<file path="config.mk">
export PLATFORM = sky130hd
export DESIGN_NAME = ch_capture
export DESIGN_NICKNAME = d
export VERILOG_FILES = /design/src/rtl/ch_capture.sv
export SDC_FILE = /design/constraint.sdc
export NUM_CORES = 1
export LEC_CHECK = 0
export BUFFER_PORTS_ARGS = -buffer_cell sky130_fd_sc_hd__buf_2
export CAP_MARGIN = 5
export CORE_MARGIN = 4
export CORE_UTILIZATION = 35
export CTS_BUF_LIST = sky130_fd_sc_hd__clkbuf_8 sky130_fd_sc_hd__clkbuf_16
export CTS_CLUSTER_DIAMETER = 60
export DETAILED_ROUTE_END_ITERATION = 8
export HOLD_SLACK_MARGIN = 0.08
export PLACE_DENSITY = 0.56
export REMOVE_ABC_BUFFERS = 1
export SYNTH_ARGS = -nofsm -noshare
export SYNTH_HDL_FRONTEND = slang
export SYNTH_SLANG_ARGS = --single-unit
export TNS_END_PERCENT = 10
</file>
<file path="constraint.sdc">
create_clock -name clk400MHz -period 3 [get_ports clk400MHz]
set_input_delay 0.45 -clock clk400MHz [delete_from_list [all_inputs] [get_ports clk400MHz]]
set_output_delay 0.45 -clock clk400MHz [all_outputs]
set_load 0.1 [all_outputs]
</file>
<file path="src/rtl/ch_capture.sv">
`timescale 1ns/1ps
// ch_capture: one logic-analyzer channel. Synchronizes the AFE comparator pair,
// decimates, tracks level with hysteresis and writes a circular pre/post-trigger capture.
module ch_capture #(
  parameter int DEPTH_LOG2 = 13
) (
  input  logic                  clk400MHz,
  input  logic                  rst_n,
  input  logic                  CH_L,
  input  logic                  CH_H,
  input  logic                  arm,
  input  logic [1:0]            trig_cfg,
  input  logic [DEPTH_LOG2-1:0] trig_pos,
  input  logic [3:0]            decimator,
  output logic                  we,
  output logic [DEPTH_LOG2-1:0] waddr,
  output logic [1:0]            wdata,
  output logic                  armed,
  output logic                  triggered,
  output logic [DEPTH_LOG2-1:0] trig_addr,
  output logic                  capture_done,
  output logic [2:0]            fsm_state
);

  typedef enum logic [2:0] {
    IDLE      = 3'd0,
    PREFILL   = 3'd1,
    WAIT_TRIG = 3'd2,
    POST      = 3'd3,
    DONE      = 3'd4
  } state_t;

  localparam logic [DEPTH_LOG2:0] FULL = {1'b1, {DEPTH_LOG2{1'b0}}};

  state_t                state;
  logic [2:0]            sync_l;
  logic [2:0]            sync_h;
  logic [1:0]            sample;
  logic [14:0]           dec_cnt;
  logic [14:0]           dec_mask;
  logic                  strobe;
  logic [1:0]            cfg_q;
  logic [DEPTH_LOG2-1:0] tp_q;
  logic [3:0]            dec_q;
  logic                  lvl_hi;
  logic                  is_hi;
  logic                  is_lo;
  logic                  rise;
  logic                  fall;
  logic                  hit;
  logic                  capturing;
  logic [DEPTH_LOG2-1:0] wptr;
  logic [DEPTH_LOG2-1:0] post_cnt;
  logic [DEPTH_LOG2:0]   scount;
  logic [DEPTH_LOG2:0]   scount_inc;
  logic [DEPTH_LOG2:0]   thr;

  assign sample    = {sync_h[2], sync_l[2]};
  assign dec_mask  = ~(15'h7fff << dec_q);
  assign strobe    = (dec_cnt & dec_mask) == 15'd0;
  assign is_hi     = (sample == 2'b01);
  assign is_lo     = (sample == 2'b10);
  assign rise      = strobe & ~lvl_hi & is_hi;
  assign fall      = strobe & lvl_hi & is_lo;
  assign capturing = (state == PREFILL) || (state == WAIT_TRIG) || (state == POST);
  assign scount_inc = (scount == FULL) ? FULL : scount + 1'b1;
  assign thr       = FULL - {1'b0, tp_q};
  assign fsm_state = state;

  always_comb begin
    hit = 1'b0;
    case (cfg_q)
      2'b00:   hit = rise;
      2'b01:   hit = fall;
      2'b10:   hit = rise | fall;
      default: hit = strobe;
    endcase
  end

  // Three flops per comparator; nothing downstream looks at the first two stages.
  always_ff @(posedge clk400MHz or negedge rst_n) begin
    if (!rst_n) begin
      sync_l <= 3'b000;
      sync_h <= 3'b000;
    end else begin
      sync_l <= {sync_l[1:0], CH_L};
      sync_h <= {sync_h[1:0], CH_H};
    end
  end

  always_ff @(posedge clk400MHz or negedge rst_n) begin
    if (!rst_n) begin
      dec_cnt <= 15'd0;
    end else if (arm) begin
      dec_cnt <= 15'd0;
    end else begin
      dec_cnt <= dec_cnt + 15'd1;
    end
  end

  // Hysteresis: MID and the illegal 00 code leave the tracked level unchanged.
  always_ff @(posedge clk400MHz or negedge rst_n) begin
    if (!rst_n) begin
      lvl_hi <= 1'b0;
    end else if (strobe) begin
      if (is_hi) begin
        lvl_hi <= 1'b1;
      end else if (is_lo) begin
        lvl_hi <= 1'b0;
      end
    end
  end

  // we is a one-cycle strobe registered together with waddr/wdata; waddr holds
  // the address of the write being presented whenever we is high.
  always_ff @(posedge clk400MHz or negedge rst_n) begin
    if (!rst_n) begin
      state        <= IDLE;
      we           <= 1'b0;
      waddr        <= '0;
      wdata        <= 2'b00;
      wptr         <= '0;
      scount       <= '0;
      post_cnt     <= '0;
      trig_addr    <= '0;
      armed        <= 1'b0;
      triggered    <= 1'b0;
      capture_done <= 1'b0;
      cfg_q        <= 2'b00;
      tp_q         <= '0;
      dec_q        <= 4'd0;
    end else begin
      we <= 1'b0;
      if (arm) begin
        state        <= PREFILL;
        armed        <= 1'b1;
        triggered    <= 1'b0;
        capture_done <= 1'b0;
        wptr         <= '0;
        waddr        <= '0;
        scount       <= '0;
        cfg_q        <= trig_cfg;
        tp_q         <= trig_pos;
        dec_q        <= decimator;
      end else begin
        if (capturing && strobe) begin
          we     <= 1'b1;
          wdata  <= sample;
          waddr  <= wptr;
          wptr   <= wptr + 1'b1;
          scount <= scount_inc;
        end
        case (state)
          PREFILL: begin
            if (strobe && (scount_inc >= thr)) begin
              state <= WAIT_TRIG;
            end
          end
          WAIT_TRIG: begin
            if (hit) begin
              trig_addr <= wptr;
              triggered <= 1'b1;
              post_cnt  <= tp_q;
              if (tp_q == '0) begin
                state        <= DONE;
                armed        <= 1'b0;
                capture_done <= 1'b1;
              end else begin
                state <= POST;
              end
            end
          end
          POST: begin
            if (strobe) begin
              if (post_cnt <= 1) begin
                state        <= DONE;
                armed        <= 1'b0;
                capture_done <= 1'b1;
              end else begin
                post_cnt <= post_cnt - 1'b1;
              end
            end
          end
          default: begin
          end
        endcase
      end
    end
  end

endmodule

</file>
==> results.json, run 1 <==
{
  "cp-end-kind": "flip-flop",
  "vias_per_cell": 5.16,
  "insertedDiodeCount": 0,
  "nets": 743,
  "critPathKind": "flip-flop to flip-flop",
  "ios": 59,
  "netlist_instances": 636,
  "cts_root_buf": "clkbuf_16",
  "drc_errors": 0,
  "whs_ps": 142,
  "synth_seq_area_share_pct": 47.1,
  "initialDrtViolationCount": 285,
  "drtAntennaViolNets": 0,
  "grt_pass1_vias": 4772,
  "synth_mux_area_share_pct": 5.64,
  "crit_family": "compound AO/OA/AOI/OAI gates",
  "cts_tree": "built",
  "crit_path_cell_trace": "buf_4 -> inv_1 -> ha_1 -> nand4b_1 -> nor4_2 -> xor2_1 -> ha_1 -> nand4_1 -> a211oi_1 -> o211ai_1 -> a22o_1 -> a211oi_1",
  "drv_cap": 0,
  "cp_max_fo": 5,
  "syn_area_mm2": 0.00617,
  "design_area_mm2": 0.00739,
  "slew_violations": 0,
  "grt_pass1_wl_mm": 23.8,
  "grt_max_degree": 49,
  "synth-xor-area-share_pct": 7.53,
  "drt-total-wl_mm": 13.9,
  "areaGrowthSynthToFinish_pct": 19.8,
  "hold_violations": 0,
  "ys.flop_type": "dfrtp_1",
  "fp.coreArea_mm2": 0.0173,
  "layout_common_cells": "dfrtp_1 (116), nor2_1 (92), buf_2 (57)",
  "ys_seq_elements": 116,
  "ir_drop_mv": 0.401,
  "avgSynthCellArea_um2": 9.70,
  "ys_warn_count": 0,
  "vias": 4819,
  "pwr-share-clk_pct": 45.1,
  "crit_required_ps": 3310,
  "setup_viol": 0,
  "portBuffers": 58,
  "pwr-share-comb_pct": 13.9,
  "initial_core_util_pct": 35.7,
  "timing.final.crit_period_ps": 2840,
  "power_mw": 4.53,
  "cp.arrival_ps": 3150,
  "post-route-period-util_pct": 94.7,
  "wl_per_cell_um": 14.9,
  "grt-ovfl-total": 0,
  "clock_latency_ps": 410,
  "drive_above_1_share_pct": 21.3,
  "worst-path-buf-inv": 2,
  "netSwitchingPower_mw": 1.23,
  "rows": 48,
  "synth_top_family_by_area": "simple AND/OR/NAND/NOR gates",
  "post_dp_cell_area_mm2": 0.00672,
  "slew_headroom_pct": 60.6,
  "hpwlAfterDp_mm": 9.77,
  "ys_types": 53,
  "fmax_mhz": 352,
  "synth_edf_count": 0,
  "die_width_um": 141,
  "cts_sinks": 116,
  "cts_buffer_depth": 2,
  "slowest_delay_ps": 410,
  "slowest_stage": "dfrtp_1",
  "clk_pin_slew_ps": 50,
  "p_sw_share_pct": 27.2,
  "ys_async_sr_fraction_pct": 100,
  "die_area_mm2": 0.0198,
  "p_int_mw": 3.30,
  "track_usage_pct": 14.6,
  "final_util_pct": 42.7,
  "layout_commonest_cell": "dfrtp_1",
  "htree_levels": 4,
  "seqPwrFrac_pct": 41.0,
  "grt_antenna_before_repair": 0,
  "first_pass_iters": 4,
  "cts_setup_buffers": 0,
  "fin_tns_setup_ps": 0,
  "hold_class": "input pin to flip-flop",
  "skew_ps": 9.43,
  "power_density_mw_per_mm2": 613,
  "status": "complete, no violations",
  "die_y_um": 141,
  "cts_made_buffers": 17,
  "tightest_slew_ps": 591,
  "gp_congestion": 0.790,
  "synth-adder-area-share_pct": 4.67,
  "yosys.area_share.simple_pct": 20.3,
  "synth-compound-area-share_pct": 11.2,
  "start_kind": "flip-flop",
  "leakage_nw": 3.47
}
[routing by layer]
layer | track usage (%) | wire length (um) | part of all wire (%)
met4 | 4.95 | 222 | 1.6
met5 | 0 | 0 | 0
met1 | 19.5 | 6350 | 46
met3 | 3.49 | 490 | 3.5
met2 | 23.4 | 6830 | 49
[what timing repair did]
action	CTS	global route
hold buffers	1	0
pin swaps	0	1
hold endpoints to repair	43	0
gates cloned	0	0
endpoints found under the setup margin	1	2
gates resized for setup	1	10
[cell usage after synthesis, types with 2 or more instances]
library cell | number | area, um^2
a21oi_1 | 31 | 155
or3_1 | 5 | 31.3
clkbuf_1 | 19 | 71.3
mux2_2 | 30 | 338
buf_1 | 4 | 15.0
nor3_1 | 10 | 50.1
nand2b_1 | 4 | 25.0
and3_1 | 15 | 93.8
o22a_1 | 10 | 87.6
nor2b_1 | 2 | 12.5
nor4_1 | 10 | 62.6
nand2_1 | 44 | 165
a211oi_1 | 10 | 75.1
dfrtp_1 | 116 | 2900
nor2_1 | 92 | 345
and2_1 | 4 | 25.0
nand3_1 | 37 | 185
xnor2_1 | 11 | 96.3
ha_1 | 23 | 288
buf_2 | 9 | 45.0
o21ai_0 | 20 | 100
o21bai_1 | 3 | 22.5
nor3b_1 | 5 | 37.5
nand4_1 | 14 | 87.6
a31oi_1 | 12 | 75.1
a22oi_1 | 2 | 15.0
nor4b_1 | 2 | 17.5
inv_1 | 19 | 71.3
o211ai_1 | 4 | 30.0
o21a_1 | 2 | 15.0
and4_1 | 2 | 17.5
or2_2 | 2 | 12.5
xor2_1 | 42 | 368
a22o_1 | 2 | 17.5
[stage by stage]
stage	worst slack [ps]	cells
after floorplan	-704	602
after detailed placement	20.6	901
after global placement	130	901
after CTS	48.3	934
final	159	934
after global routing	-8.39	934
[state kept, by name, summed over array words and instances, names as in the netlist, 3 cells and up]
register and count:
dec_cnt 15, scount 14, post_cnt 13, tp_q 13, trig_addr 13, waddr 13, wptr 13, dec_q 4
fsm_state 3, sync_h 3, sync_l 3
[worst paths after layout]
check                                    end  startpoint  depth (start not counted)  slack (ps)
worst max register to register  fsm_state[1]     tp_q[0]                         12         160
worst min-delay path               sync_l[0]        CH_L                          1         140
max in group asynchronous            tp_q[9]       rst_n                          3        1620
worst max-delay path            fsm_state[1]     tp_q[0]                         12         160
worst min register to register     sync_h[2]   sync_h[1]                          0         350
min in group asynchronous           waddr[2]       rst_n                          2         590
[power groups by stage]
stage | combinational [mW] | clock, mW | sequential (mW)
2_1_floorplan | 0.350 | 0 | 1.92
3_3_place_gp | 0.615 | 0 | 1.87
3_5_place_dp | 0.631 | 0 | 1.88
4_1_cts | 0.636 | 2.10 | 1.85
5_1_grt | 0.709 | 2.17 | 1.88
6_report | 0.628 | 2.04 | 1.85
[worst reg2reg max path: stages (launching register included)]
cell      delay (ps)
dfrtp_1          410
buf_4            170
inv_1             70
ha_1             230
nand4b_1         230
nor4_2           240
xor2_1           110
ha_1             310
nand4_1          120
a211oi_1         240
o211ai_1         170
a22o_1           200
a211oi_1         240
[cell families after synthesis]
logic type,Yosys count
and+or+nand+nor,255
DFF,116
AOI/OAI and AO/OA,105
xor gates and xnor gates,53
buffers and inverters,53
muxes,31
adders and majority gates,23
[cell type report]
class	instances	area [um^2]
clock buffers	20	467
clock inverters	12	138
fillers	1703	9910
inverters	19	71.3
multi-input cells	467	3090
flip-flops and latches	116	2900
well taps	225	282
repair buffers	75	435
Note: power is estimated with default switching activity, not from simulation.
==> run 2, diff against run 1 <==
- CORE_MARGIN: 4 -> 10
- PLACE_DENSITY: 0.56 -> 0.55
==> results.json, run 2 (synthesis results as in run 1) <==
{
  "holdPathStages": 1,
  "fmax_mhz": 368,
  "vias_per_cell": 5.17,
  "cts_root_buf": "clkbuf_16",
  "cp_max_fo": 5,
  "seqPwrFrac_pct": 41.5,
  "first_pass_iters": 7,
  "cts_buffer_depth": 2,
  "drv_cap": 0,
  "ios": 59,
  "portBuffers": 58,
  "cp-end-kind": "flip-flop",
  "grt_max_degree": 83,
  "initial_core_util_pct": 35.7,
  "largest_reg_flops": 15,
  "hold_class": "input pin to flip-flop",
  "areaGrowthSynthToFinish_pct": 19.4,
  "clock_latency_ps": 410,
  "start_kind": "flip-flop",
  "grt-ovfl-total": 0,
  "tightest_slew_ps": 667,
  "hpwlAfterDp_mm": 10.2,
  "leakage_nw": 3.43,
  "crit_required_ps": 3320,
  "die_area_mm2": 0.0233,
  "post-route-period-util_pct": 90.7,
  "cts_setup_buffers": 0,
  "cts_sinks": 116,
  "cp.arrival_ps": 3040,
  "die_y_um": 153,
  "setup_viol": 0,
  "drc_errors": 0,
  "skew_ps": 11.5,
  "slew_violations": 0,
  "status": "complete, no violations",
  "netSwitchingPower_mw": 1.24,
  "cts_made_buffers": 17,
  "die_width_um": 153,
  "initialDrtViolationCount": 353,
  "grt_pass1_wl_mm": 24.6,
  "layout_commonest_cell": "dfrtp_1",
  "vias": 4801,
  "p_sw_share_pct": 27.7,
  "drive_above_1_share_pct": 21.3,
  "gp_congestion": 0.822,
  "reg.largest.list": "dec_cnt: 15 flops, scount: 14 flops",
  "rows": 48,
  "grt_antenna_before_repair": 0,
  "drt-total-wl_mm": 14.5,
  "nets": 740,
  "pwr-share-comb_pct": 14.1,
  "hold_violations": 0,
  "insertedDiodeCount": 0,
  "pwr-share-clk_pct": 44.4,
  "whs_ps": 147,
  "design_area_mm2": 0.00737,
  "critPathKind": "flip-flop to flip-flop",
  "wl_per_cell_um": 15.6,
  "cts_tree": "built",
  "ff2ff_path_depth": 11,
  "track_usage_pct": 12.6,
  "clk_pin_slew_ps": 50,
  "grt_pass1_vias": 4894,
  "regMostFlops": "dec_cnt",
  "placed_cells": 898,
  "timing.final.crit_period_ps": 2720,
  "slew_headroom_pct": 55.5,
  "power_mw": 4.47,
  "ir_drop_mv": 0.356,
  "p_int_mw": 3.23,
  "fp.coreArea_mm2": 0.0173,
  "post_dp_cell_area_mm2": 0.00671,
  "power_density_mw_per_mm2": 607,
  "final_cells": 929,
  "drtAntennaViolNets": 0,
  "htree_levels": 4,
  "layout_common_cells": "dfrtp_1 (116), nor2_1 (90), buf_2 (57)"
}
## run 2: changes by cell type in the layout (fill, tap and decap cells not counted), sizes merged
cell      previous run  this run
clkinv               5         3
buf                 74        71
clkbuf              20        21
bufinv               3         2
inv                 22        20
clkinvlp             1         3
## run 2: metrics by stage
stage / setup WS [ps] / TNS (ps) / util, %
final: 279 / 0 / 42.6
after global routing: -27.6 / -27.6 / 42.6
after CTS: 65.4 / 0 / 42.3
after detailed placement: -24.3 / -24.3 / 38.8
after global placement: 131 / 0 / 38.8
after floorplan: -704 / -8790 / -
## run 2: final cells by class
cell class	instances	area [um^2]
repair buffers	72	425
well taps	225	282
multi-input cells	467	3100
clock buffers	21	480
inverters	19	71.3
fillers	1715	9930
clock inverters	9	105
flip-flops and latches	116	2900
## run 2: worst paths after layout
kind | slack (ps) | to | from
min in group asynchronous | 610 | waddr[2] | rst_n
setup / recovery | 280 | fsm_state[1] | tp_q[2]
setup reg to reg | 280 | fsm_state[1] | tp_q[2]
max in group asynchronous | 1610 | dec_q[0] | rst_n
hold / removal | 150 | sync_l[0] | CH_L
hold reg to reg | 350 | sync_l[1] | sync_l[0]
## run 2: power groups by stage
stage | Clock [mW] | Sequential, mW | Combinational (mW)
after detailed placement | 0 | 1.88 | 0.633
after global placement | 0 | 1.87 | 0.616
final | 1.99 | 1.85 | 0.632
after global routing | 2.11 | 1.88 | 0.709
after CTS | 2.03 | 1.85 | 0.637
after floorplan | 0 | 1.92 | 0.350
## run 2: routing by layer
| layer | vias up | GRT usage [%] | part of all wire (%) |
|---|---|---|---|
| li1 | 2351 | - | - |
| met1 | 2357 | 15.8 | 47 |
| met4 | 0 | 4.72 | 1.6 |
| met3 | 17 | 3.36 | 3.0 |
| met5 | - | 0 | 0 |
| met2 | 76 | 20.4 | 49 |
## run 2: worst max-delay path: stages (launching register included)
cell,delay [ps]
dfrtp_1,390
buf_4,160
nor4_2,300
nand4b_1,240
nor4_2,220
xor2_1,110
ha_1,300
nand4_1,110
a211oi_1,230
o211ai_1,150
a22o_1,200
a211oi_1,210
## run 2: repair_timing
item / CTS / global route
hold endpoints to repair: 1 / 0
resized for setup: 1 / 12
setup endpoints to repair: 1 / 2
hold buffers: 1 / 0
==> run 3, diff against run 2 <==
- CORE_UTILIZATION: 35 -> 54
- PLACE_DENSITY: 0.55 -> 0.78
==> results.json, run 3 (synthesis results as in run 1) <==
{
  "status": "complete, no violations",
  "route.met2.wl_mm": 7.25,
  "hold_class": "input pin to flip-flop",
  "setup_viol": 0,
  "cts_made_buffers": 17,
  "initialDrtViolationCount": 285,
  "rows": 38,
  "worst-path-buf-inv": 1,
  "slowest_delay_ps": 390,
  "regMostFlops": "dec_cnt",
  "cp_max_fo": 5,
  "first_pass_iters": 7,
  "drt-total-wl_mm": 14.3,
  "gp_congestion": 0.870,
  "layout_common_cells": "dfrtp_1 (115), nor2_1 (90), buf_2 (57)",
  "grt_max_degree": 83,
  "die_y_um": 127,
  "slew_violations": 0,
  "skew_ps": 9.16,
  "initial_core_util_pct": 55.9,
  "power_density_mw_per_mm2": 647,
  "met1_length_mm": 6.04,
  "dr_wl_met3_um": 730,
  "portBuffers": 58,
  "layout_commonest_cell": "dfrtp_1",
  "drtAntennaViolNets": 0,
  "drc_errors": 0,
  "post_dp_cell_area_mm2": 0.00659,
  "vias_per_cell": 5.86,
  "fmax_mhz": 354,
  "clk_pin_slew_ps": 50,
  "slew_headroom_pct": 62.3,
  "fp.coreArea_mm2": 0.0110,
  "drive_above_1_share_pct": 20.9,
  "tightest_slew_ps": 565,
  "cts_tree": "built",
  "critPathKind": "flip-flop to flip-flop",
  "hpwlAfterDp_mm": 9.63,
  "ir_drop_mv": 0.572,
  "wl_per_cell_um": 16.9,
  "top_layer_used": "met4",
  "design_area_mm2": 0.00732,
  "ios": 59,
  "htree_levels": 4,
  "grt-ovfl-total": 0,
  "cts_sinks": 116,
  "timing.final.crit_period_ps": 2830,
  "vias": 4948,
  "hold_violations": 0,
  "track_usage_pct": 18.0,
  "cp-end-kind": "flip-flop",
  "grt_antenna_before_repair": 0,
  "leakage_nw": 3.47,
  "areaGrowthSynthToFinish_pct": 18.7,
  "crit_family": "simple AND/OR/NAND/NOR gates",
  "nets": 738,
  "crit_required_ps": 3330,
  "clock_latency_ps": 420,
  "crit_path_cell_trace": "buf_4 -> nor4_2 -> nand4b_1 -> nor4_2 -> xor2_1 -> ha_1 -> nand4_1 -> a211oi_2 -> o211ai_1 -> a22o_1 -> a211oi_2",
  "drv_cap": 0,
  "grt_pass1_vias": 5019,
  "die_area_mm2": 0.0161,
  "start_kind": "flip-flop",
  "cts_root_buf": "clkbuf_16",
  "cts_buffer_depth": 2,
  "largest_reg_flops": 15,
  "insertedDiodeCount": 0,
  "reg.largest.list": "dec_cnt: 15 flops, scount: 14 flops",
  "post-route-period-util_pct": 94.3,
  "whs_ps": 138,
  "die_width_um": 127,
  "cp.arrival_ps": 3160,
  "grt_pass1_wl_mm": 23.9,
  "slowest_stage": "dfrtp_1"
}
-- run 3: cell count changes in the layout (fill, tap and decap cells not counted), sizes merged --
cell,previous run,this run
bufinv,2,6
clkbuf,21,18
inv,20,23
buf,71,69
clkinvlp,3,1
-- run 3: final cells by class --
type                    count  area, um^2
well taps                 140         175
fillers                   844        3710
clock inverters            14         218
clock buffers              18         439
flip-flops and latches    116        2900
inverters                  19        71.3
repair buffers             70         410
multi-input cells         467        3110
-- run 3: worst paths after layout --
path | end | start | cells after the start | slack [ps]
max in group asynchronous | tp_q[3] | rst_n | 3 | 1620
min in group asynchronous | dec_q[0] | rst_n | 2 | 560
min | sync_l[0] | CH_L | 1 | 140
max | fsm_state[1] | tp_q[2] | 11 | 170
min reg2reg | sync_h[1] | sync_h[0] | 0 | 350
max reg2reg | fsm_state[1] | tp_q[2] | 11 | 170
-- run 3: power by group --
part           switching [mW]  total, mW  internal (mW)
registers               0.172       1.87           1.69
clock network           0.694       2.25           1.56
logic                   0.381      0.622          0.241
total                    1.25       4.74           3.49
-- run 3: per-layer routing --
layer | vias to the layer above | global-route usage [%]
met2 | 118 | 29.8
met3 | 21 | 5.25
met1 | 2463 | 21.2
met5 | - | 0
li1 | 2346 | -
met4 | 0 | 8.31
-- run 3: timing repair --
item,4_1_cts,5_1_grt
hold buffers,1,0
buffers inserted,0,1
hold endpoints to repair,41,0
endpoints found under the setup margin,1,2
pin swaps,0,1
gates resized for setup,1,11
-- run 3: through the flow --
stage	cells	TNS (ps)	setup WS, ps	util, %	power (mW)
after CTS	843	0	22.4	65.8	4.75
after detailed placement	810	-91.4	-91.4	59.7	2.49
final	844	0	171	66.4	4.74
after floorplan	602	-8790	-704	-	2.27
after global placement	810	0	147	59.7	2.45
after global routing	844	-93.1	-73.0	66.4	4.93
